### src/rtl/alu_share_ctrl.sv
// alu_share_ctrl: shares one add/sub/and/xor ALU between two requesters.
// Round-robin grant, registered ALU drive, captured result and Y86-64 CCs.
module alu_share_ctrl #(
    parameter int WIDTH = 64,
    parameter int NFUN  = 4
) (
    input  logic             clk,
    input  logic             rst_n,

    input  logic             req0_valid,
    output logic             req0_ready,
    input  logic [WIDTH-1:0] req0_a,
    input  logic [WIDTH-1:0] req0_b,
    input  logic [3:0]       req0_fun,

    input  logic             req1_valid,
    output logic             req1_ready,
    input  logic [WIDTH-1:0] req1_a,
    input  logic [WIDTH-1:0] req1_b,
    input  logic [3:0]       req1_fun,

    output logic [WIDTH-1:0] alu_a,
    output logic [WIDTH-1:0] alu_b,
    output logic [3:0]       alu_sel,
    input  logic [WIDTH-1:0] alu_sum,

    output logic             rsp0_valid,
    input  logic             rsp0_ready,
    output logic             rsp1_valid,
    input  logic             rsp1_ready,
    output logic [WIDTH-1:0] rsp_data,
    output logic [2:0]       rsp_cc,
    output logic             rsp_err
);

    localparam logic [1:0] ST_IDLE = 2'd0;
    localparam logic [1:0] ST_EXEC = 2'd1;
    localparam logic [1:0] ST_RESP = 2'd2;

    localparam logic [3:0] FN_ADD = 4'd0;
    localparam logic [3:0] FN_SUB = 4'd1;

    localparam int MSB = WIDTH - 1;

    logic [1:0]       r_state;
    logic             r_ptr;
    logic             r_gnt;
    logic [WIDTH-1:0] r_a;
    logic [WIDTH-1:0] r_b;
    logic [3:0]       r_fun;
    logic [WIDTH-1:0] r_data;
    logic [2:0]       r_cc;
    logic             r_err;

    logic             w_idle;
    logic             w_resp;
    logic             w_any;
    logic             w_gnt_id;
    logic             w_fire;
    logic [WIDTH-1:0] w_sel_a;
    logic [WIDTH-1:0] w_sel_b;
    logic [3:0]       w_sel_fun;
    logic             w_fun_ok;
    logic             w_rsp_hs;
    logic             w_zf;
    logic             w_sf;
    logic             w_of;

    // Arbitration: a lone requester wins, otherwise the pointer decides.
    always_comb begin
        w_idle   = (r_state == ST_IDLE);
        w_resp   = (r_state == ST_RESP);
        w_any    = req0_valid | req1_valid;
        w_gnt_id = (req0_valid & req1_valid) ? r_ptr : req1_valid;
        w_fire   = rst_n & w_idle & w_any;
    end

    // Ready is only ever offered to the winner, and never while in reset.
    always_comb begin
        req0_ready = w_fire & ~w_gnt_id;
        req1_ready = w_fire & w_gnt_id;
    end

    // Operand mux from the winning requester and legality of its function.
    always_comb begin
        w_sel_a   = w_gnt_id ? req1_a : req0_a;
        w_sel_b   = w_gnt_id ? req1_b : req0_b;
        w_sel_fun = w_gnt_id ? req1_fun : req0_fun;
        w_fun_ok  = ({28'd0, w_sel_fun} < 32'(NFUN));
    end

    // Condition codes from the live ALU result and the latched operands.
    always_comb begin
        w_zf = (alu_sum == '0);
        w_sf = alu_sum[MSB];
        w_of = 1'b0;
        unique case (1'b1)
            (r_fun == FN_ADD):
                w_of = (r_a[MSB] == r_b[MSB]) & (alu_sum[MSB] != r_a[MSB]);
            (r_fun == FN_SUB):
                w_of = (r_a[MSB] != r_b[MSB]) & (alu_sum[MSB] != r_a[MSB]);
            default:
                w_of = 1'b0;
        endcase
    end

    // Response channel steering and handshake detect.
    always_comb begin
        rsp0_valid = w_resp & ~r_gnt;
        rsp1_valid = w_resp & r_gnt;
        w_rsp_hs   = (rsp0_valid & rsp0_ready) | (rsp1_valid & rsp1_ready);
    end

    // Sequencer: IDLE -> EXEC -> RESP, or IDLE -> RESP for bad function codes.
    always_ff @(posedge clk or negedge rst_n) begin
        if (!rst_n) begin
            r_state <= ST_IDLE;
            r_gnt   <= 1'b0;
            r_ptr   <= 1'b0;
        end else begin
            unique case (r_state)
                ST_IDLE: begin
                    if (w_fire) begin
                        r_gnt   <= w_gnt_id;
                        r_state <= w_fun_ok ? ST_EXEC : ST_RESP;
                    end
                end
                ST_EXEC: begin
                    r_state <= ST_RESP;
                end
                ST_RESP: begin
                    if (w_rsp_hs) begin
                        r_ptr   <= ~r_gnt;
                        r_state <= ST_IDLE;
                    end
                end
                default: begin
                    r_state <= ST_IDLE;
                end
            endcase
        end
    end

    // ALU drive registers; a rejected function code leaves them untouched.
    always_ff @(posedge clk or negedge rst_n) begin
        if (!rst_n) begin
            r_a   <= '0;
            r_b   <= '0;
            r_fun <= '0;
        end else if (w_fire && w_fun_ok) begin
            r_a   <= w_sel_a;
            r_b   <= w_sel_b;
            r_fun <= w_sel_fun;
        end
    end

    // Result capture, held until the response handshake.
    always_ff @(posedge clk or negedge rst_n) begin
        if (!rst_n) begin
            r_data <= '0;
            r_cc   <= '0;
            r_err  <= 1'b0;
        end else if (w_fire && !w_fun_ok) begin
            r_data <= '0;
            r_cc   <= '0;
            r_err  <= 1'b1;
        end else if (r_state == ST_EXEC) begin
            r_data <= alu_sum;
            r_cc   <= {w_zf, w_sf, w_of};
            r_err  <= 1'b0;
        end
    end

    // Registered outputs.
    always_comb begin
        alu_a    = r_a;
        alu_b    = r_b;
        alu_sel  = r_fun;
        rsp_data = r_data;
        rsp_cc   = r_cc;
        rsp_err  = r_err;
    end

endmodule

### config.mk
export PLATFORM = sky130hd
export DESIGN_NAME = alu_share_ctrl
export DESIGN_NICKNAME = d
export VERILOG_FILES = /design/src/rtl/alu_share_ctrl.sv
export SDC_FILE = /design/constraint.sdc
export NUM_CORES = 1
export LEC_CHECK = 0
export BUFFER_PORTS_ARGS = -buffer_cell sky130_fd_sc_hd__buf_2
export CAP_MARGIN = 20
export CORE_AREA = 5 5 208 210
export CTS_CLUSTER_DIAMETER = 50
export DETAILED_ROUTE_END_ITERATION = 12
export DIE_AREA = 0 0 213 215
export GPL_TIMING_DRIVEN = 0
export SLEW_MARGIN = 20
export SYNTH_ARGS = -nofsm -noshare
export SYNTH_HDL_FRONTEND = slang
export SYNTH_SLANG_ARGS = --single-unit
### constraint.sdc
create_clock -name clk -period 2.4 [get_ports clk]
set_input_delay 0.36 -clock clk [delete_from_list [all_inputs] [get_ports clk]]
set_output_delay 0.36 -clock clk [all_outputs]
set_load 0.005 [all_outputs]
==> impl_metrics.csv <==
group,metric,value,unit
status,run_status,"finished, violations left",
status,violations,"hold timing",
floorplanning,die_h,215,µm
min_path,worstHoldPathType,"input pin to async pin",
clock_tree,cts_tree,"done",
sta,hold-worst-slack,-0.899,ps
floorplanning,start_util,23.5,%
clock_tree,htree_levels,1,
worst_setup_path,required,2040,ps
worst_setup_path,rr_endpoint,"alu_b[51]",
sta,worstMarginPinSlew,947,ps
worst_setup_path,r2r_start,"r_ptr",
yosys,yosysWarnings,0,
sta,finalSetupViolCount,0,
clock_tree,numCtsBuffers,28,
cells_and_area,final_common_cell,"buf_2",
yosys,postSynthCellCount,763,
cells_and_area,finalNonFillerCells,1898,
yosys,synthArstFlopShare,100,%
sta,slew_headroom,36.7,%
sta,slew_viol_final,0,
sta,tns,0,ps
yosys,synth_nets,1097,
cells_and_area,drive_above_1_share,64.8,%
sta,hold_viol,5,
worst_setup_path,cp_cell_sequence,"nand2b_1 -> nand2_4 -> buf_6 -> buf_6 -> nor2_1 -> buf_2",
worst_setup_path,cp-start-kind,"register",
global_route,grt_use_total,15.0,%
pwr,power_density,1050,nW/µm²
clock_tree,clock_path_buffers,3,
cells_and_area,fin_nets,1672,
worst_setup_path,cp-startpoint,"r_ptr",
worst_setup_path,max_stage_delay,370,ps
drt,wl_per_cell,19.3,µm
pwr,swShare,30.4,%
drt,dr.first_iter.drc_count,362,
floorplanning,rows,75,
pwr,switchingPower,4.55,mW
clock_tree,cts_sinks,203,
placed_design,place.gp.congestion,0.939,
worst_setup_path,reg2regPathDepth,7,
yosys,netlist_area,9720,µm²
drt,drc,0,
floorplanning,die_w,213,µm
drt,vias_per_cell,4.36,
placed_design,placed_cells,1841,
cells_and_area,final_area,14200,µm²
floorplanning,pin_count,538,
global_route,grt_pass1_vias,8973,
global_route,grt_max_degree,95,
cells_and_area,layout_common_cells,"buf_2 (553), dfrtp_1 (203), mux2_2 (193)",
yosys,seq_area_frac_synth,52.3,%
pwr,p_leak,7.05,nW
drt,postRouteAntennaNets,0,
drt,firstDrtPassIters,5,
pwr,p_comb_share,34.3,%
yosys,synth_edf_count,0,
worst_setup_path,crit_arrival,1890,ps
sta,fin_crit_sh,93.7,%
floorplanning,coreArea,41400,µm²
sta,rsz0062_at_grt,"no",
clock_tree,path_clk_slew,60,ps
global_route,grt_pass1_wl,53400,µm
pwr,seqPwrFrac,37.6,%
drt,vias,8281,
global_route,globalRoute.totalOverflow,0,
cells_and_area,utilization,34.4,%
worst_setup_path,slowest_stage,"dfrtp_1",
worst_setup_path,crit_top_cell,"buf_6",
sta,fin_crit,2250,ps
sta,fmax,0.444,GHz
pwr,intPower,10.4,mW
floorplanning,dieArea,45800,µm²
placed_design,place_hpwl,29000,µm
yosys,syn_avg_cell_area,12.7,µm²
worst_setup_path,reg2reg_slack,150,ps
placed_design,portBuffers,537,
sta,finalClockSkew,12.9,ps
yosys,synthFlopType,"dfrtp_1",
yosys,yosysUniqueCellTypes,33,
clock_tree,root_buffer,"clkbuf_16",
pwr,finalPower,15.0,mW
cells_and_area,num-fill-cells,4249,
worst_setup_path,crit_path_max_fanout,11,
yosys,synth_seq_cells,203,
pwr,ir_drop,0.472,mV
clock_tree,clk_latency,550,ps
worst_setup_path,end_kind,"output pin",
flow_run,max_cap_viol_count,0,
global_route,antenna_found_initial,1,
pwr,p_clk_share,28.1,%
placed_design,dpl_cell_area,13100,µm²
cells_and_area,synthToLayoutAreaGrowth,46.3,%
drt,drt-total-wl,36600,µm
worst_setup_path,critical_path_class,"register to output pin",
[worst max-delay path by stage]
stage	endpoint	slack [ps]	cells after the start
after CTS	alu_b[3]	20	6
after global routing	req1_ready	20	6
after detailed placement	alu_b[3]	-520	7
final	req1_ready	150	6
after global placement	alu_b[3]	-4070	6
after floorplan	alu_a[0]	600	7
[layer usage]
| metal | up-vias | part of all wire (%) | GRT usage, % |
|---|---|---|---|
| li1 | 3832 | - | - |
| met4 | 0 | 4.0 | 5.23 |
| met2 | 351 | 49 | 25.4 |
| met5 | - | 0 | 0 |
| met1 | 4016 | 40 | 18.4 |
| met3 | 82 | 7.3 | 3.69 |
[per-stage QoR]
step           setup WS [ps]  hold WS [ps]
6_report                 150        -0.899
5_1_grt                 18.1         -2.95
4_1_cts                 16.4         -86.4
3_5_place_dp            -525           205
3_3_place_gp           -4070           458
2_1_floorplan            599          64.4
[worst max-delay path, delay by kind of cell (launching register included)]
family                 cells  cell delay, ps
buffers and inverters      3             540
and+or+nand+nor            3             440
DFF                        1             370
[registers in the layout, indices dropped and copies added, names as in the netlist]
name      count
alu_a        64
alu_b        64
rsp_data     63
alu_sel       4
rsp_cc        3
r_state       2
r_gnt         1
r_ptr         1
rsp_err       1
[cells by family (layout without fill, tap and decap cells)]
| family | after synthesis | in the layout | share of synthesized area (%) |
|---|---|---|---|
| buf+inv | 52 | 646 | 2.94 |
| xor+xnor | 1 | 1 | 0.0902 |
| compound gates | 75 | 75 | 4.28 |
| flops | 203 | 203 | 52.3 |
| other cells | 0 | 2 | 0 |
| simple gates | 170 | 170 | 7.48 |
| mux | 262 | 262 | 32.9 |
[cell type report]
cell class,count,area (µm²),area share [%]
Buffer,52,303,2.13
Timing Repair Buffer,545,2860,20.1
Multi-Input combinational cell,508,4360,30.6
Sequential cell,203,5080,35.7
Tap cell,539,674,4.74
Clock buffer,40,807,5.68
Antenna cell,2,5.00,0.0352
Clock inverter,9,136,0.959
[Yosys cell counts (5+ instances only)]
| cell type | n | area (µm²) |
|---|---|---|
| buf_2 | 21 | 105 |
| dfrtp_1 | 203 | 5080 |
| nor2b_1 | 7 | 43.8 |
| mux2_2 | 193 | 2170 |
| nor4_1 | 13 | 81.3 |
| clkbuf_1 | 19 | 71.3 |
| mux2_4 | 67 | 1010 |
| nor2_1 | 5 | 18.8 |
| nand2_1 | 131 | 492 |
| buf_6 | 8 | 90.1 |
| a21oi_1 | 65 | 325 |
[power by group through the flow]
stage,Sequential [mW],Clock [mW],Combinational [mW]
after global placement,5.59,0,5.11
after floorplan,5.71,0,2.42
final,5.62,4.21,5.13
after global routing,5.80,4.50,5.56
after CTS,5.63,4.34,5.23
after detailed placement,5.65,0,5.19
[timing repair]
action	4_1_cts	5_1_grt
hold buffers	2	3
setup buffers	1	0
gates cloned	0	0
pin swaps	1	0
resized for setup	6	2
endpoints found under the hold margin	81	59
setup endpoints to repair	90	48
No activity file was read; power rests on OpenSTA's default activity.
